**src/rtl/_dff_pipe_r_sync.sv**
```systemverilog
// WIDTH-bit, DEPTH-stage register chain with per-stage valid bits and a registered occupancy count.
// Supports hold, shift, parallel load and rotate, with a synchronous flush and a synchronous active-low reset.
module _dff_pipe_r_sync #(
    parameter int              WIDTH     = 8,
    parameter int              DEPTH     = 4,
    parameter logic [WIDTH-1:0] RESET_VAL = '0,
    localparam int             CW        = $clog2(DEPTH + 1)
) (
    input  logic                     clk,
    input  logic                     reset_n,
    input  logic                     en,
    input  logic                     clr,
    input  logic [1:0]               mode,
    input  logic [WIDTH-1:0]         d,
    input  logic                     d_valid,
    output logic [WIDTH-1:0]         q,
    output logic                     q_valid,
    output logic [WIDTH*DEPTH-1:0]   taps,
    output logic [CW-1:0]            count
);

    typedef enum logic [1:0] {
        MODE_HOLD   = 2'b00,
        MODE_SHIFT  = 2'b01,
        MODE_LOAD   = 2'b10,
        MODE_ROTATE = 2'b11
    } mode_e;

    logic [WIDTH-1:0] stage_q [DEPTH];
    logic [WIDTH-1:0] stage_d [DEPTH];
    logic [DEPTH-1:0] valid_q;
    logic [DEPTH-1:0] valid_d;
    logic [CW-1:0]    count_q;
    logic [CW-1:0]    count_d;

    function automatic int popcount(input logic [DEPTH-1:0] vec);
        int n;
        n = 0;
        for (int i = 0; i < DEPTH; i++) begin
            n += int'(vec[i]);
        end
        return n;
    endfunction

    always_comb begin
        // NOTE: every next-state signal gets its hold value first, so no path through the case leaves one unassigned (no latch).
        stage_d = stage_q;
        valid_d = valid_q;

        if (clr) begin
            for (int i = 0; i < DEPTH; i++) begin
                stage_d[i] = RESET_VAL;
            end
            valid_d = '0;
        end else if (en) begin
            unique case (mode_e'(mode))
                MODE_HOLD: begin
                end
                MODE_SHIFT: begin
                    stage_d[0] = d;
                    for (int i = 1; i < DEPTH; i++) begin
                        stage_d[i] = stage_q[i-1];
                    end
                    valid_d = {valid_q[DEPTH-2:0], d_valid};
                end
                MODE_LOAD: begin
                    for (int i = 0; i < DEPTH; i++) begin
                        stage_d[i] = d;
                    end
                    valid_d = {DEPTH{d_valid}};
                end
                MODE_ROTATE: begin
                    stage_d[0] = stage_q[DEPTH-1];
                    for (int i = 1; i < DEPTH; i++) begin
                        stage_d[i] = stage_q[i-1];
                    end
                    valid_d = {valid_q[DEPTH-2:0], valid_q[DEPTH-1]};
                end
                default: begin
                end
            endcase
        end

        // Count follows the next-state valid vector, so it can never drift from the stages it describes.
        count_d = CW'(popcount(valid_d));
    end

    always_ff @(posedge clk) begin
        // NOTE: sequential state uses non-blocking assignments only; every stage is a real flop and is reset explicitly.
        if (!reset_n) begin
            for (int i = 0; i < DEPTH; i++) begin
                stage_q[i] <= RESET_VAL;
            end
            valid_q <= '0;
            count_q <= '0;
        end else begin
            for (int i = 0; i < DEPTH; i++) begin
                stage_q[i] <= stage_d[i];
            end
            valid_q <= valid_d;
            count_q <= count_d;
        end
    end

    always_comb begin
        for (int i = 0; i < DEPTH; i++) begin
            taps[i*WIDTH +: WIDTH] = stage_q[i];
        end
    end

    assign q       = stage_q[DEPTH-1];
    assign q_valid = valid_q[DEPTH-1];
    assign count   = count_q;

endmodule

```
**config.mk**
```make
export PLATFORM = sky130hd
export DESIGN_NAME = _dff_pipe_r_sync
export DESIGN_NICKNAME = d
export VERILOG_FILES = /design/src/rtl/_dff_pipe_r_sync.sv
export SDC_FILE = /design/constraint.sdc
export NUM_CORES = 1
export LEC_CHECK = 0
export ABC_AREA = 1
export CAP_MARGIN = 15
export CORE_MARGIN = 1.5
export CORE_UTILIZATION = 47
export CTS_BUF_LIST = sky130_fd_sc_hd__clkbuf_8
export CTS_CLUSTER_SIZE = 14
export DETAILED_ROUTE_END_ITERATION = 10
export PLACE_DENSITY = 0.79
export SLEW_MARGIN = 20
export SYNTH_ARGS = -nofsm -noshare
export SYNTH_HDL_FRONTEND = slang
export SYNTH_SLANG_ARGS = --single-unit
```
**constraint.sdc**
```tcl
create_clock -name clk -period 2.61 [get_ports clk]
set_input_delay 0.3915 -clock clk [delete_from_list [all_inputs] [get_ports clk]]
set_output_delay 0.3915 -clock clk [all_outputs]
set_load 0.01 [all_outputs]
```
==> flow_summary.ini, run 1 <==
[outcome]
status = finished, final reports clean

[cells_and_area]
syn2layout_area_growth_pct = 39.4
fillers = 282
fin_nets = 309
antenna_cells = 0
drive_above_1_share = 0.0685
design_area_sq_um = 2410

[place]
gp_congestion = 0.896
dp_hpwl_microns = 2710
placed_area_sq_um = 2310
portBuffers = 58
place_ws_ns = -0.0900

[sta]
setup_viol = 0
setup_tns_ns = 0
clock.fmax_mhz = 414
tightest_slew_ns = 0.605
max_slew_margin = 0.596
fin_ws_ns = 0.197
whs_ns = 0.477
layout_worst_path_cycle_share = 0.924
final_max_slew_viol_count = 0
skew_ns = 0.00308
hold_viol = 0
grt_setup_unrepaired = no
period_needed_ns = 2.41

[power]
peakVddDrop_mv = 0.346
p_leak_nw = 0.983
total_power_w = 0.00127
pwr_density_cell_nw_per_um2 = 526

[clock_tree]
cts_buffer_depth = 2
htreeDepth = 2
cts_hold_buf = 0
cts_made_buffers = 5
cts.repair.resized = 0
clkTransAtPathRegs_ns = 0.07
clkSinkCount = 39
worstSkewPairLatency_ns = 0.28
cts-root-buf = clkbuf_8
cts_tree = yes
post_cts_buffers = 0

[floorplanning]
die-area_sq_um = 4050
ioPinCount = 59
design.core.area_sq_um = 3440
core.rowCount = 21
dieHeight_microns = 63.6
die_w_microns = 63.6
start_util = 0.502

[run]
drv_cap = 0

[logic_synthesis]
synth-compound-area-share = 0.223
syn_inst = 237
yosysTopAreaCell = dfxtp_1
synth_top_family_by_area = compound AO/OA/AOI/OAI gates
synthTopCellsByCount = nand2_1, a21oi_1, dfxtp_1, o21ai_0, inv_1
syn_area_sq_um = 1730
ys_top_cells_by_area = dfxtp_1, a21oi_1, nand2_1
synth-xor-area-share = 0
synthDominantCellAreaShare = 0.452
synthAdderAreaFrac = 0.0261
ys.warnings.count = 0
seq_area_frac_synth = 0.452
avgSynthCellArea_sq_um = 7.29
synth_edf_count = 0
synth-seq-cells = 39
syn_nets = 255
yosysMostFrequentCell = nand2_1
synthMuxAreaShare = 0
synth-async-reset-ratio = 0
synth-main-ff-cell = dfxtp_1
synth_cell_types = 16
synth_simple_gate_area_frac = 0.183

[global_route]
grt_max_degree = 34
antenna_found_initial = 0
grt_usage = 0.205
grt_pass1_wl_microns = 6570
first_global_vias = 1546
grt-ovfl-total = 0

[min_path]
hold_path.class = reg -> reg

[critical_path]
critPathRequiredTime_ns = 2.80
worstSetupEndpointType = register
critPathLaunchType = input port
crit_path_max_fanout = 4
crit_arrival_ns = 2.60
worstSetupPathType = in -> reg

[routing]
vias = 1689
drtIter0Drc = 170
routedWlPerCell_microns = 11.8
via_per_inst = 5.00
drc = 0
postRouteAntennaNets = 0
finalWirelength_microns = 3990
dr.pass1.iters = 4
sequential cells by signal (all words and copies together), names as in the netlist:
name     flops
count        3
q            8
taps        24
valid_q      4
through the flow:
stage          std cells  utilization
6_report             338        0.699
5_1_grt              338        0.699
4_1_cts              338        0.699
3_5_place_dp         330        0.670
3_3_place_gp         330        0.670
2_1_floorplan        237            -
layout make-up:
cell class / instances / area (sq um) / share of cell area
timing repair buffer: 66 / 641 / 0.266
inverter: 22 / 82.6 / 0.0343
clock inverter: 1 / 3.75 / 0.00156
clock buffer: 7 / 96.3 / 0.0400
sequential: 39 / 781 / 0.324
multi-input combinational: 157 / 746 / 0.310
tap: 46 / 57.6 / 0.0239
cells in the final DEF (no fill, tap or decap):
cell type | Yosys | final
a21oi_1 | 42 | 42
nand2_1 | 49 | 49
dfxtp_1 | 39 | 39
clkbuf_8 | 0 | 7
o21ai_1 | 11 | 11
o21ai_0 | 24 | 24
inv_2 | 1 | 1
nand3_1 | 5 | 5
inv_1 | 21 | 22
nor2_4 | 2 | 2
buf_4 | 10 | 8
ha_1 | 2 | 2
nor2_1 | 19 | 19
nand2_2 | 2 | 2
clkdlybuf4s50_1 | 0 | 58
fa_1 | 1 | 1
logic make-up (layout without fill, tap and decap cells):
family / Yosys count / in the layout
buffers and inverters: 41 / 96
and+or+nand+nor: 77 / 77
AOI/OAI and AO/OA: 77 / 77
adders and majority gates: 3 / 3
DFF: 39 / 39
power by group:
part	internal [W]	leakage [nW]	switching, W	total [W]
clock	0.000237	0.0557	0.000192	0.000429
combinational	0.0000988	0.610	0.000104	0.000203
sequential	0.000619	0.318	0.0000163	0.000635
worst paths after layout:
| path | cells after the start | slack, ns | start | end |
|---|---|---|---|---|
| max | 14 | 0.20 | mode[0] | count[1]$_SDFF_PN0_ |
| min | 2 | 0.48 | taps[8]$_SDFFE_PP0P_ | taps[16]$_SDFFE_PP0P_ |
| max reg2reg | 11 | 0.69 | valid_q[2]$_SDFF_PN0_ | count[1]$_SDFF_PN0_ |
| min reg2reg | 2 | 0.48 | taps[8]$_SDFFE_PP0P_ | taps[16]$_SDFFE_PP0P_ |
critical path, stage by stage:
cell             delay [ns]
clkdlybuf4s50_1        0.42
buf_4                  0.15
inv_1                  0.12
nand3_1                0.12
o21ai_0                0.10
nand2_1                0.09
nand2_1                0.07
nand2_1                0.07
fa_1                   0.50
inv_1                  0.04
ha_1                   0.17
ha_1                   0.27
nand2_1                0.07
inv_1                  0.03
routing by layer:
metal,up-vias,share of wire,GRT usage
li1,870,-,-
met1,762,0.45,0.236
met2,52,0.48,0.343
met3,5,0.058,0.0589
met4,0,0.014,0.109
met5,-,0,0
No activity file was read; power rests on OpenSTA's default activity.
==> run 2: changes to the inputs <==
Settings changed: CORE_ASPECT_RATIO from default to 0.8, CORE_MARGIN 1.5 to 2, HOLD_SLACK_MARGIN from default to 0.02.
==> flow_summary.ini, run 2 (synthesis results as in run 1) <==
[clock_tree]
clkSinkCount = 39
cts_made_buffers = 5
cts_hold_buf = 0
cts_buffer_depth = 2
htreeDepth = 2
cts_tree = yes
cts.repair.resized = 0
post_cts_buffers = 0
cts-root-buf = clkbuf_8
worstSkewPairLatency_ns = 0.29
clkTransAtPathRegs_ns = 0.07

[floorplanning]
start_util = 0.497
ioPinCount = 59
die_w_microns = 71.8
die-area_sq_um = 4180
core.rowCount = 19
dieHeight_microns = 58.2
design.core.area_sq_um = 3470

[sta]
layout_worst_path_cycle_share = 0.904
skew_ns = 0.00566
fin_ws_ns = 0.249
setup_viol = 0
hold_viol = 0
clock.fmax_mhz = 424
period_needed_ns = 2.36
final_max_slew_viol_count = 0
tightest_slew_ns = 0.587
max_slew_margin = 0.608
setup_tns_ns = 0
grt_setup_unrepaired = no

[routing]
drtIter0Drc = 163
postRouteAntennaNets = 0
dr.pass1.iters = 5
vias = 1689
drc = 0
via_per_inst = 5.01
finalWirelength_microns = 4080
routedWlPerCell_microns = 12.1

[critical_path]
critPathLaunchType = input port
r2r_slack_ns = 0.69
worstSetupPathType = in -> reg
crit_path_max_fanout = 5
critical_path.cell_chain = clkdlybuf4s50_1, o21ai_1, buf_4, nand2_1, nand3_1, fa_1, inv_1, ha_1, ha_1, nand2_1, inv_1
crit_arrival_ns = 2.55
slowest_stage = clkdlybuf4s50_1
worstSetupEndpointType = register
r2r_start = valid_q[2]$_SDFF_PN0_
r2r_end = count[1]$_SDFF_PN0_
critPathRequiredTime_ns = 2.80
worstSetupStartpoint = mode[0]
cp-endpoint = count[1]$_SDFF_PN0_
r2r_cells = 11
max_stage_delay_ns = 0.56

[global_route]
antenna_found_initial = 0
grt-ovfl-total = 0
grt_usage = 0.209
grt_pass1_wl_microns = 6760
first_global_vias = 1468
grt_max_degree = 34

[place]
placed_area_sq_um = 2320
dp_hpwl_microns = 2880
place_ws_ns = -0.0623
post-place-cells = 329
gp_congestion = 0.797
portBuffers = 58

[cells_and_area]
fillers = 303
fin_nets = 312
mostFrequentLayoutCell = clkdlybuf4s50_1
final_cell_mix = clkdlybuf4s50_1, nand2_1, a21oi_1
stdcell_count = 337
antenna_cells = 0
design_area_sq_um = 2410
syn2layout_area_growth_pct = 39.3
fin_util = 0.693
largest_reg_flops = 24
drive_above_1_share = 0.0746

[run]
drv_cap = 0

[power]
pwr_density_cell_nw_per_um2 = 507
p_sw_frac = 0.263
clockPowerShare = 0.310
power_switching_w = 0.000321
p_comb_frac = 0.169
intPower_w = 0.000900
seq_power_share = 0.521
p_leak_nw = 0.992
peakVddDrop_mv = 0.401

[outcome]
status = finished, final reports clean

[min_path]
hold_path.class = reg -> reg
run 2: per-stage QoR:
| step | total power (W) | hold WS [ns] |
|---|---|---|
| floorplan | 0.000754 | 0.464 |
| finish | 0.00122 | 0.476 |
| global placement | 0.000853 | 0.464 |
| global route | 0.00128 | 0.493 |
| CTS | 0.00123 | 0.477 |
| detailed placement | 0.000855 | 0.464 |
run 2: how the worst min path moves through the flow:
stage / start / endpoint / slack (ns) / cells after the start
3_5_place_dp: taps[22]$_SDFFE_PP0P_ / q[6]$_SDFFE_PP0P_ / 0.46 / 2
5_1_grt: taps[13]$_SDFFE_PP0P_ / taps[21]$_SDFFE_PP0P_ / 0.49 / 2
2_1_floorplan: valid_q[1]$_SDFF_PN0_ / valid_q[1]$_SDFF_PN0_ / 0.46 / 2
3_3_place_gp: taps[12]$_SDFFE_PP0P_ / taps[20]$_SDFFE_PP0P_ / 0.46 / 2
4_1_cts: taps[7]$_SDFFE_PP0P_ / taps[15]$_SDFFE_PP0P_ / 0.48 / 2
6_report: taps[7]$_SDFFE_PP0P_ / taps[15]$_SDFFE_PP0P_ / 0.48 / 2
run 2: area by class of cell:
type | instances | area, sq um | share of cell area
Inverter | 22 | 82.6 | 0.0343
Clock inverter | 3 | 12.5 | 0.00520
Tap cell | 42 | 52.6 | 0.0218
Multi-Input combinational cell | 157 | 746 | 0.310
Clock buffer | 5 | 68.8 | 0.0286
Sequential cell | 39 | 781 | 0.324
Timing Repair Buffer | 69 | 663 | 0.276
run 2: power groups by stage:
stage	combinational (W)	clock, W	sequential [W]
detailed placement	0.000206	0	0.000649
global placement	0.000204	0	0.000649
floorplan	0.0000971	0	0.000657
global route	0.000228	0.000412	0.000638
CTS	0.000207	0.000388	0.000636
finish	0.000207	0.000379	0.000635
run 2: metal layers:
metal	vias up	wire length (microns)	share of wire	global-route usage
met5	-	0	0	0
met4	0	77	0.019	0.0728
met3	9	284	0.070	0.0487
met2	62	1750	0.43	0.332
met1	745	1970	0.48	0.281
li1	873	-	-	-
run 2: worst max-delay path: cells and delay by family:
| family | cells | cell delay [ns] |
|---|---|---|
| buf+inv | 4 | 0.80 |
| compound gates | 1 | 0.15 |
| simple gates | 3 | 0.24 |
| fa+ha+maj | 3 | 0.97 |
